`config.mk`:
```
export PLATFORM = sky130hd
export DESIGN_NAME = pc_fetch_stage
export DESIGN_NICKNAME = d
export VERILOG_FILES = /design/src/rtl/pc_fetch_stage.sv
export SDC_FILE = /design/constraint.sdc
export NUM_CORES = 1
export LEC_CHECK = 0
export ABC_AREA = 1
export CORE_ASPECT_RATIO = 1.25
export CORE_MARGIN = 3
export CORE_UTILIZATION = 28
export CTS_BUF_LIST = sky130_fd_sc_hd__clkbuf_8
export CTS_CLUSTER_SIZE = 28
export DETAILED_ROUTE_END_ITERATION = 10
export SLEW_MARGIN = 15
export SYNTH_ARGS = -nofsm -noshare
export SYNTH_HDL_FRONTEND = slang
export SYNTH_SLANG_ARGS = --single-unit
```
`constraint.sdc`:
```
create_clock -name CLK -period 3.13 [get_ports CLK]
set_clock_uncertainty 0.15 [all_clocks]
set_input_delay 0.626 -clock CLK [delete_from_list [all_inputs] [get_ports CLK]]
set_output_delay 0.626 -clock CLK [all_outputs]
set_load 0.03 [all_outputs]
```
`src/rtl/pc_fetch_stage.sv`:
```
// Program-counter register and instruction-fetch stage.
// Holds the current PC, issues one instruction-memory request at a time,
// and buffers the returned instruction until decode consumes it.
// A redirect arriving while a request is in flight marks the pending
// response for discard, so stale instructions never reach decode.
module pc_fetch_stage #(
  parameter logic [63:0] RESET_PC = 64'h0,
  parameter int unsigned INSTR_W  = 32,
  parameter int unsigned CNT_W    = 32
) (
  input  logic               CLK,
  input  logic               Reset_L,
  output logic               imem_req_valid,
  input  logic               imem_req_ready,
  output logic [63:0]        imem_addr,
  input  logic               imem_rsp_valid,
  input  logic [INSTR_W-1:0] imem_rdata,
  output logic               if_valid,
  input  logic               if_ready,
  output logic [63:0]        if_pc,
  output logic [INSTR_W-1:0] if_instr,
  input  logic               redirect_valid,
  input  logic [63:0]        redirect_pc,
  output logic               pc_misaligned,
  output logic [CNT_W-1:0]   fetch_count
);

  typedef enum logic [1:0] {
    S_FETCH = 2'd0,
    S_WAIT  = 2'd1,
    S_VALID = 2'd2
  } state_t;

  state_t               state_reg, state_next;
  logic [63:0]          pc_reg, pc_next;
  logic                 drop_reg, drop_next;
  logic [63:0]          if_pc_reg, if_pc_next;
  logic [INSTR_W-1:0]   if_instr_reg, if_instr_next;
  logic                 misaligned_reg, misaligned_next;
  logic [CNT_W-1:0]     count_reg, count_next;

  // Redirect target with the low two bits forced to word alignment.
  logic [63:0]          redirect_target;
  logic                 redirect_misaligned;
  logic                 take_redirect;

  assign redirect_target     = {redirect_pc[63:2], 2'b00};
  assign redirect_misaligned = |redirect_pc[1:0];

  // State register and all datapath registers; reset is asynchronous.
  always_ff @(posedge CLK or negedge Reset_L) begin
    if (!Reset_L) begin
      state_reg      <= S_FETCH;
      pc_reg         <= RESET_PC;
      drop_reg       <= 1'b0;
      if_pc_reg      <= 64'h0;
      if_instr_reg   <= '0;
      misaligned_reg <= 1'b0;
      count_reg      <= '0;
    end else begin
      state_reg      <= state_next;
      pc_reg         <= pc_next;
      drop_reg       <= drop_next;
      if_pc_reg      <= if_pc_next;
      if_instr_reg   <= if_instr_next;
      misaligned_reg <= misaligned_next;
      count_reg      <= count_next;
    end
  end

  // Next-state and next-datapath logic for the fetch sequencer.
  always_comb begin
    state_next      = state_reg;
    pc_next         = pc_reg;
    drop_next       = drop_reg;
    if_pc_next      = if_pc_reg;
    if_instr_next   = if_instr_reg;
    misaligned_next = misaligned_reg;
    count_next      = count_reg;
    take_redirect   = 1'b0;

    case (state_reg)
      S_FETCH: begin
        take_redirect = redirect_valid;
        if (imem_req_ready) begin
          state_next = S_WAIT;
          // A redirect during the handshake makes the in-flight response stale.
          drop_next  = redirect_valid;
        end
      end
      S_WAIT: begin
        take_redirect = redirect_valid;
        if (imem_rsp_valid) begin
          if (!drop_reg && !redirect_valid) begin
            if_instr_next = imem_rdata;
            if_pc_next    = pc_reg;
            state_next    = S_VALID;
          end else begin
            drop_next  = 1'b0;
            state_next = S_FETCH;
          end
        end else if (redirect_valid) begin
          drop_next = 1'b1;
        end
      end
      S_VALID: begin
        take_redirect = redirect_valid;
        if (if_ready) begin
          count_next = count_reg + CNT_W'(1);
          state_next = S_FETCH;
          if (!redirect_valid) begin
            pc_next = pc_reg + 64'd4;
          end
        end else if (redirect_valid) begin
          // Squash the buffered instruction without counting it.
          state_next = S_FETCH;
        end
      end
      default: begin
        state_next = S_FETCH;
      end
    endcase

    if (take_redirect) begin
      pc_next = redirect_target;
      if (redirect_misaligned) begin
        misaligned_next = 1'b1;
      end
    end
  end

  // Handshake outputs decoded from the current state.
  always_comb begin
    imem_req_valid = 1'b0;
    if_valid       = 1'b0;
    case (state_reg)
      S_FETCH: imem_req_valid = 1'b1;
      S_VALID: if_valid       = 1'b1;
      default: begin
        imem_req_valid = 1'b0;
        if_valid       = 1'b0;
      end
    endcase
  end

  assign imem_addr     = pc_reg;
  assign if_pc         = if_pc_reg;
  assign if_instr      = if_instr_reg;
  assign pc_misaligned = misaligned_reg;
  assign fetch_count   = count_reg;

endmodule
```
==> summary.md, run 1 <==
| Metric | Value |
|---|---|
| Endpoint of the worst register-to-register path | imem_addr[47] |
| Post-DP HPWL | 32020 um |
| VDD IR-drop max | 0.3745 mV |
| Post-Synthesis Cells | 1395 |
| Postcts setup bufs | 0 |
| Total negative slack | 0 ns |
| Fraction of layout instances using a drive strength above 1 | 0.08909 |
| Number of endpoints failing setup at the final stage | 0 |
| Most used flip-flop cell after synthesis | sky130_fd_sc_hd__dfrtp_1 |
| Fraction of the yosys area taken by sequential cells | 0.4467 |
| Num CTS Buffers | 17 |
| Post-route design area | 14730 um^2 |
| Number of antenna violations at the first check in global routing | 1 |
| Kind of end point of the critical path | output port |
| Post-route antenna net violation count | 0 |
| Die span in x | 181.3 um |
| Worst setup path class | flop to output port |
| Clock latency on the worst-skew pair | 0.51 ns |
| GRT Total Usage | 0.1969 |
| Startpoint of the most critical setup path | state_reg[1] |
| Clock buffer depth | 2 |
| Starting Density | 0.2864 |
| Global-route wire length before repair | 61340 um |
| Worst stage delay on the critical path | 0.71 ns |
| Die Y | 225.1 um |
| Portion of synthesized cell area occupied by the leading cell type | 0.4467 |
| Number of clock sinks | 192 |
| Count of pins over their slew limit | 0 |
| Critical path startpoint category | flop |
| Most repeated cell in the gate-level netlist after synthesis | sky130_fd_sc_hd__nand2_1 |
| Via count of the first global-routing pass | 10350 |
| Number of violations of the max-capacitance limit | 0 |
| Area taken by multi-input logic gates | 5064 um^2 |
| Net count, final | 1789 |
| Crit path arrival time | 1.92 ns |
| Row count | 79 |
| Via total after detailed routing | 10340 |
| Post-Syn Area | 10760 um^2 |
| Number of inserted filler cells in the final layout | 3925 |
| TritonCTS clock tree | done |
| Clock root cell | sky130_fd_sc_hd__clkbuf_8 |
| Post-synthesis register bit count | 192 |
| Proportion of synthesized flip-flops having asynchronous set or reset | 1.000 |
| Most frequent cells after synthesis | sky130_fd_sc_hd__nand2_1, sky130_fd_sc_hd__dfrtp_1, sky130_fd_sc_hd__inv_1 |
| Library cell occupying the most area in the post-synthesis netlist | sky130_fd_sc_hd__dfrtp_1 |
| Routed length per instance | 18.60 um |
| Sequential cell area | 4805 um^2 |
| Synth warnings | 0 |
| First drt pass iteration count | 5 |
| Area Growth Syn to Fin | 36.90% |
| Static Leak | 6.715 nW |
| Total gr overflow | 0 |
| Largest net degree at the start of global routing | 66 |
| Final Critical Period | 2.698 ns |
| Count of flip-flops with a built-in enable after synthesis | 0 |
| Unrepaired setup endpoints after global routing | no |
| Via density per instance | 4.736 |
| Length in cells of the worst reg-to-reg path | 11 |
| Clock slew at the register clock pins of the worst setup and hold paths | 0.09 ns |
| Cell Pwr Density | 712.4 nW/um^2 |
| Number of gates resized after CTS | 0 |
| Overall routed net length | 40580 um |
| Number of top-level pins | 297 |
| Iteration-0 DRC Markers | 607 |
| Slowest library cell on the worst path | sky130_fd_sc_hd__clkdlybuf4s50_1 |
| Path type of the worst min-delay path | flop to flop |
| Total Die Area | 40820 um^2 |
| # DRC | 0 |
| Pin slew with the least headroom to its limit | 0.5827 ns |
| Critical register-to-register path startpoint | imem_addr[17] |
| Distinct cell type count after synthesis | 45 |
| Mean post-synth cell area | 7.711 um^2 |
| Final worst-path cycle share | 0.8619 |
| Leading cell types by total area after synthesis | sky130_fd_sc_hd__dfrtp_1, sky130_fd_sc_hd__nand2_1, sky130_fd_sc_hd__inv_1 |
| Highest clock frequency the design can meet | 370.7 MHz |
| Required @ worst endpoint | 2.35 ns |
| Max H-tree Level | 4 |
| Maximum fanout along the worst path | 5 |
| Result of the run | complete, no violations |
| Number of buffers inserted by port buffering | 292 |
| Relative max-transition margin | 0.6086 |
| Final weighted congestion of routability-driven global placement | 0.9310 |
| Hold Violations, Final | 0 |
| Dpl cell area | 14300 um^2 |
| Slack of the worst reg-to-reg path | 0.87 ns |
| CTS Hold Buffers Added | 1 |
| Cells along the critical path | inv_1 > nor2_1 > clkdlybuf4s50_1 |
| Core box area | 37560 um^2 |
| Critical Path Sink | if_valid |
| Hold Path Depth | 1 |
[power by group]
group          total, mW  internal [mW]  switching, mW
registers           3.86           3.21          0.650
logic               4.83           2.02           2.81
clock network       1.80          0.875          0.926
[worst min path at each step]
| stage | from | end |
|---|---|---|
| floorplan | Reset_L | drop_reg |
| global placement | pc_misaligned | pc_misaligned |
| detailed placement | pc_misaligned | pc_misaligned |
| CTS | pc_misaligned | pc_misaligned |
| global route | if_pc[16] | if_pc[16] |
| finish | pc_misaligned | pc_misaligned |
[cell usage in the layout (no fill, tap or decap), types with 4 or more instances in the layout]
master,n
sky130_fd_sc_hd__clkbuf_8,19
sky130_fd_sc_hd__o21ai_1,11
sky130_fd_sc_hd__nor2_1,157
sky130_fd_sc_hd__inv_2,6
sky130_fd_sc_hd__xor2_1,21
sky130_fd_sc_hd__mux2_2,18
sky130_fd_sc_hd__buf_12,8
sky130_fd_sc_hd__bufinv_16,4
sky130_fd_sc_hd__o21ai_0,101
sky130_fd_sc_hd__nand2_2,16
sky130_fd_sc_hd__o211ai_1,11
sky130_fd_sc_hd__a31oi_1,7
sky130_fd_sc_hd__buf_4,14
sky130_fd_sc_hd__nand3_1,83
sky130_fd_sc_hd__conb_1,4
sky130_fd_sc_hd__nor3_1,20
sky130_fd_sc_hd__o22ai_1,12
sky130_fd_sc_hd__clkdlybuf4s50_1,291
sky130_fd_sc_hd__xnor2_1,11
sky130_fd_sc_hd__mux2_4,24
sky130_fd_sc_hd__a21oi_1,8
sky130_fd_sc_hd__inv_1,162
sky130_fd_sc_hd__nand4_1,22
sky130_fd_sc_hd__nor2_4,14
sky130_fd_sc_hd__nand3_2,4
sky130_fd_sc_hd__dfrtp_1,192
sky130_fd_sc_hd__nor2_2,9
sky130_fd_sc_hd__nand2_1,413
[stage by stage]
step | setup slack (ns) | total power [mW] | cells | utilization | hold WS, ns
floorplan | 1.167 | 6.472 | 1398 | - | 0.1804
detailed placement | 0.5352 | 8.781 | 2151 | 0.3806 | 0.3195
finish | 0.4321 | 10.49 | 2182 | 0.3920 | 0.3308
CTS | 0.3654 | 10.63 | 2181 | 0.3920 | 0.3413
global route | 0.3450 | 11.08 | 2182 | 0.3920 | 0.3605
global placement | 0.5766 | 8.722 | 2151 | 0.3806 | 0.3115
[cell type report]
class,instances,area share
multi-input combinational,992,0.3439
tap,486,0.04129
timing repair buffer,315,0.2174
sequential,192,0.3263
clock buffer,18,0.01682
inverter,167,0.04265
antenna,1,0.0001699
clock inverter,11,0.01147
[routing by layer]
layer,track usage,vias to the layer above,share of wire
li1,-,5032,-
met1,0.2514,4845,0.43
met2,0.3265,401,0.47
met3,0.04989,57,0.072
met4,0.06686,0,0.027
met5,0,-,0
[cells by family after synthesis]
kind of cell	count (synthesis)	synth area share
xor gates and xnor gates	32	0.02606
DFF	192	0.4467
muxes	42	0.05234
and+or+nand+nor	751	0.3042
AOI/OAI and AO/OA	161	0.08294
buffers and inverters	214	0.08515
other	1	0.0003486
adders and majority gates	2	0.002326
[worst max-delay path, delay by kind of cell, from the launching register on]
family                 cells  cell delay (ns)
and+or+nand+nor            1             0.10
buffers and inverters      2             0.83
DFF                        1             0.49
Note: power is estimated with default switching activity, not from simulation.
==> inputs of run 2 (changes only) <==
--- a/config.mk
+++ b/config.mk
@@ -6,12 +6,13 @@
 export NUM_CORES = 1
 export LEC_CHECK = 0
 export ABC_AREA = 1
-export CORE_ASPECT_RATIO = 1.25
+export CORE_ASPECT_RATIO = 0.9
 export CORE_MARGIN = 3
 export CORE_UTILIZATION = 28
 export CTS_BUF_LIST = sky130_fd_sc_hd__clkbuf_8
 export CTS_CLUSTER_SIZE = 28
 export DETAILED_ROUTE_END_ITERATION = 10
+export PLACE_DENSITY = 0.52
 export SLEW_MARGIN = 15
 export SYNTH_ARGS = -nofsm -noshare
 export SYNTH_HDL_FRONTEND = slang
==> run 2 against run 1 <==
Compared with the run above: first-iteration DRC count is 26% higher; utilization fell by 0.26 points; sequential power is essentially flat; final area decreased by 0.69%; register-to-register slack about the same; die area barely moved; worst setup slack improved by 0.012 ns; critical endpoint unchanged; largest cell class unchanged.
==> summary.md, run 2 (synthesis gave the netlist of run 1 again) <==
| Metric | Value |
|---|---|
| Finished Core Util | 0.3894 |
| Net count, final | 1782 |
| Number of violations of the max-capacitance limit | 0 |
| Maximum fanout along the worst path | 5 |
| Total Power | 10.50 mW |
| Number of clock sinks | 192 |
| Area Growth Syn to Fin | 35.95% |
| Cell Pwr Density | 718.3 nW/um^2 |
| Pin slew with the least headroom to its limit | 0.6570 ns |
| GRT Total Usage | 0.1966 |
| Overall routed net length | 39870 um |
| Clock buffer depth | 2 |
| Buffer and inverter count on the worst path | 2 |
| Unrepaired setup endpoints after global routing | no |
| Most frequent cells in the layout | sky130_fd_sc_hd__nand2_1, sky130_fd_sc_hd__clkdlybuf4s50_1, sky130_fd_sc_hd__dfrtp_1 |
| # DRC | 0 |
| Number of antenna violations at the first check in global routing | 0 |
| Worst stage delay on the critical path | 0.69 ns |
| Total gr overflow | 0 |
| Via count of the first global-routing pass | 10020 |
| Count of pins over their slew limit | 0 |
| Row count | 67 |
| Final weighted congestion of routability-driven global placement | 0.9178 |
| Kind of end point of the critical path | output port |
| Result of the run | complete, no violations |
| Largest net degree at the start of global routing | 78 |
| Die Y | 191.9 um |
| Relative max-transition margin | 0.5615 |
| Startpoint of the most critical setup path | state_reg[1] |
| Max H-tree Level | 4 |
| Antenna diode count | 0 |
| Filler-free cell count of the finished design | 2174 |
| Core box area | 37560 um^2 |
| Iteration-0 DRC Markers | 764 |
| Highest clock frequency the design can meet | 372.3 MHz |
| Post-route design area | 14620 um^2 |
| Critical path startpoint category | flop |
| Final worst-path cycle share | 0.8581 |
| TritonCTS clock tree | done |
| Worst path top cell family by delay | buffers and inverters |
| Number of inserted filler cells in the final layout | 3889 |
| Dpl cell area | 14180 um^2 |
| Via total after detailed routing | 10210 |
| Cells along the critical path | inv_1 > nor2_1 > clkdlybuf4s50_1 |
| Fraction of layout instances using a drive strength above 1 | 0.08752 |
| Starting Density | 0.2864 |
| VDD IR-drop max | 0.3562 mV |
| Critical register-to-register path startpoint | imem_addr[2] |
| Post-route antenna net violation count | 0 |
| Hold Violations, Final | 0 |
| Post-DP HPWL | 31000 um |
| Clock root cell | sky130_fd_sc_hd__clkbuf_8 |
| Final Critical Period | 2.686 ns |
| Static Leak | 6.655 nW |
| Leading cell type in the layout, fill and taps excluded | sky130_fd_sc_hd__nand2_1 |
| Global-route wire length before repair | 60790 um |
| Number of endpoints failing setup at the final stage | 0 |
| Slowest library cell on the worst path | sky130_fd_sc_hd__clkdlybuf4s50_1 |
| Path type of the worst min-delay path | flop to flop |
| Total negative slack | 0 ns |
| Routed length per instance | 18.34 um |
| Die span in x | 212.6 um |
| Critical hold path startpoint | if_pc[4] |
| Clock latency on the worst-skew pair | 0.51 ns |
| Total Die Area | 40810 um^2 |
| Number of buffers inserted by port buffering | 292 |
| Number of top-level pins | 297 |
| Worst setup path class | flop to output port |
| Crit path arrival time | 1.91 ns |
| Placed cell count | 2141 |
| First drt pass iteration count | 5 |
| Required @ worst endpoint | 2.35 ns |
| Num CTS Buffers | 17 |
| Clock slew at the register clock pins of the worst setup and hold paths | 0.10 ns |
| Via density per instance | 4.694 |
[run 2: tightest hold or removal path: cells and delay by family, from the launching register on]
kind | cells | cell delay [ns]
flops | 1 | 0.36
simple gates | 1 | 0.05
compound gates | 1 | 0.05
[run 2: path summary, 6_finish.rpt]
path                            endpoint  slack [ns]  depth (start not counted)
max                             if_valid        0.44                          3
min                             if_pc[4]        0.34                          2
max reg2reg                imem_addr[40]        0.86                         12
min reg2reg                     if_pc[4]        0.34                          2
max in group asynchronous   if_instr[14]        1.68                          3
min in group asynchronous   if_instr[19]        0.35                          2
[run 2: per-stage QoR]
step           hold WS, ns  worst slack (ns)
6_report            0.3423            0.4441
5_1_grt             0.2931            0.3101
4_1_cts             0.2984            0.3820
3_5_place_dp        0.3084            0.5874
3_3_place_gp        0.3103            0.6284
2_1_floorplan       0.1804             1.167
[run 2: metal layers]
layer	track usage	up-vias	wire, um
met2	0.3071	328	18100
li1	-	4997	-
met4	0.04835	0	656
met1	0.2786	4849	18540
met5	0	-	0
met3	0.04099	31	2578
[run 2: what timing repair did]
action                                 in CTS  in global routing
resized for setup                           0                  0
setup buffers                               0                  0
endpoints found under the hold margin       6                  0
hold buffers                                1                  0
[run 2: cell type report]
class / instances / area [um^2] / area share
Inverter: 167 / 628.1 / 0.04295
Tap cell: 483 / 604.3 / 0.04132
Sequential cell: 192 / 4805 / 0.3285
Timing Repair Buffer: 308 / 3087 / 0.2111
Multi-Input combinational cell: 992 / 5064 / 0.3463
Clock buffer: 18 / 247.7 / 0.01694
Clock inverter: 14 / 188.9 / 0.01292
[run 2: power by group]
group | internal [mW] | total [mW] | switching, mW
clock network | 0.889 | 1.89 | 0.996
logic | 2.00 | 4.78 | 2.79
registers | 3.20 | 3.84 | 0.631
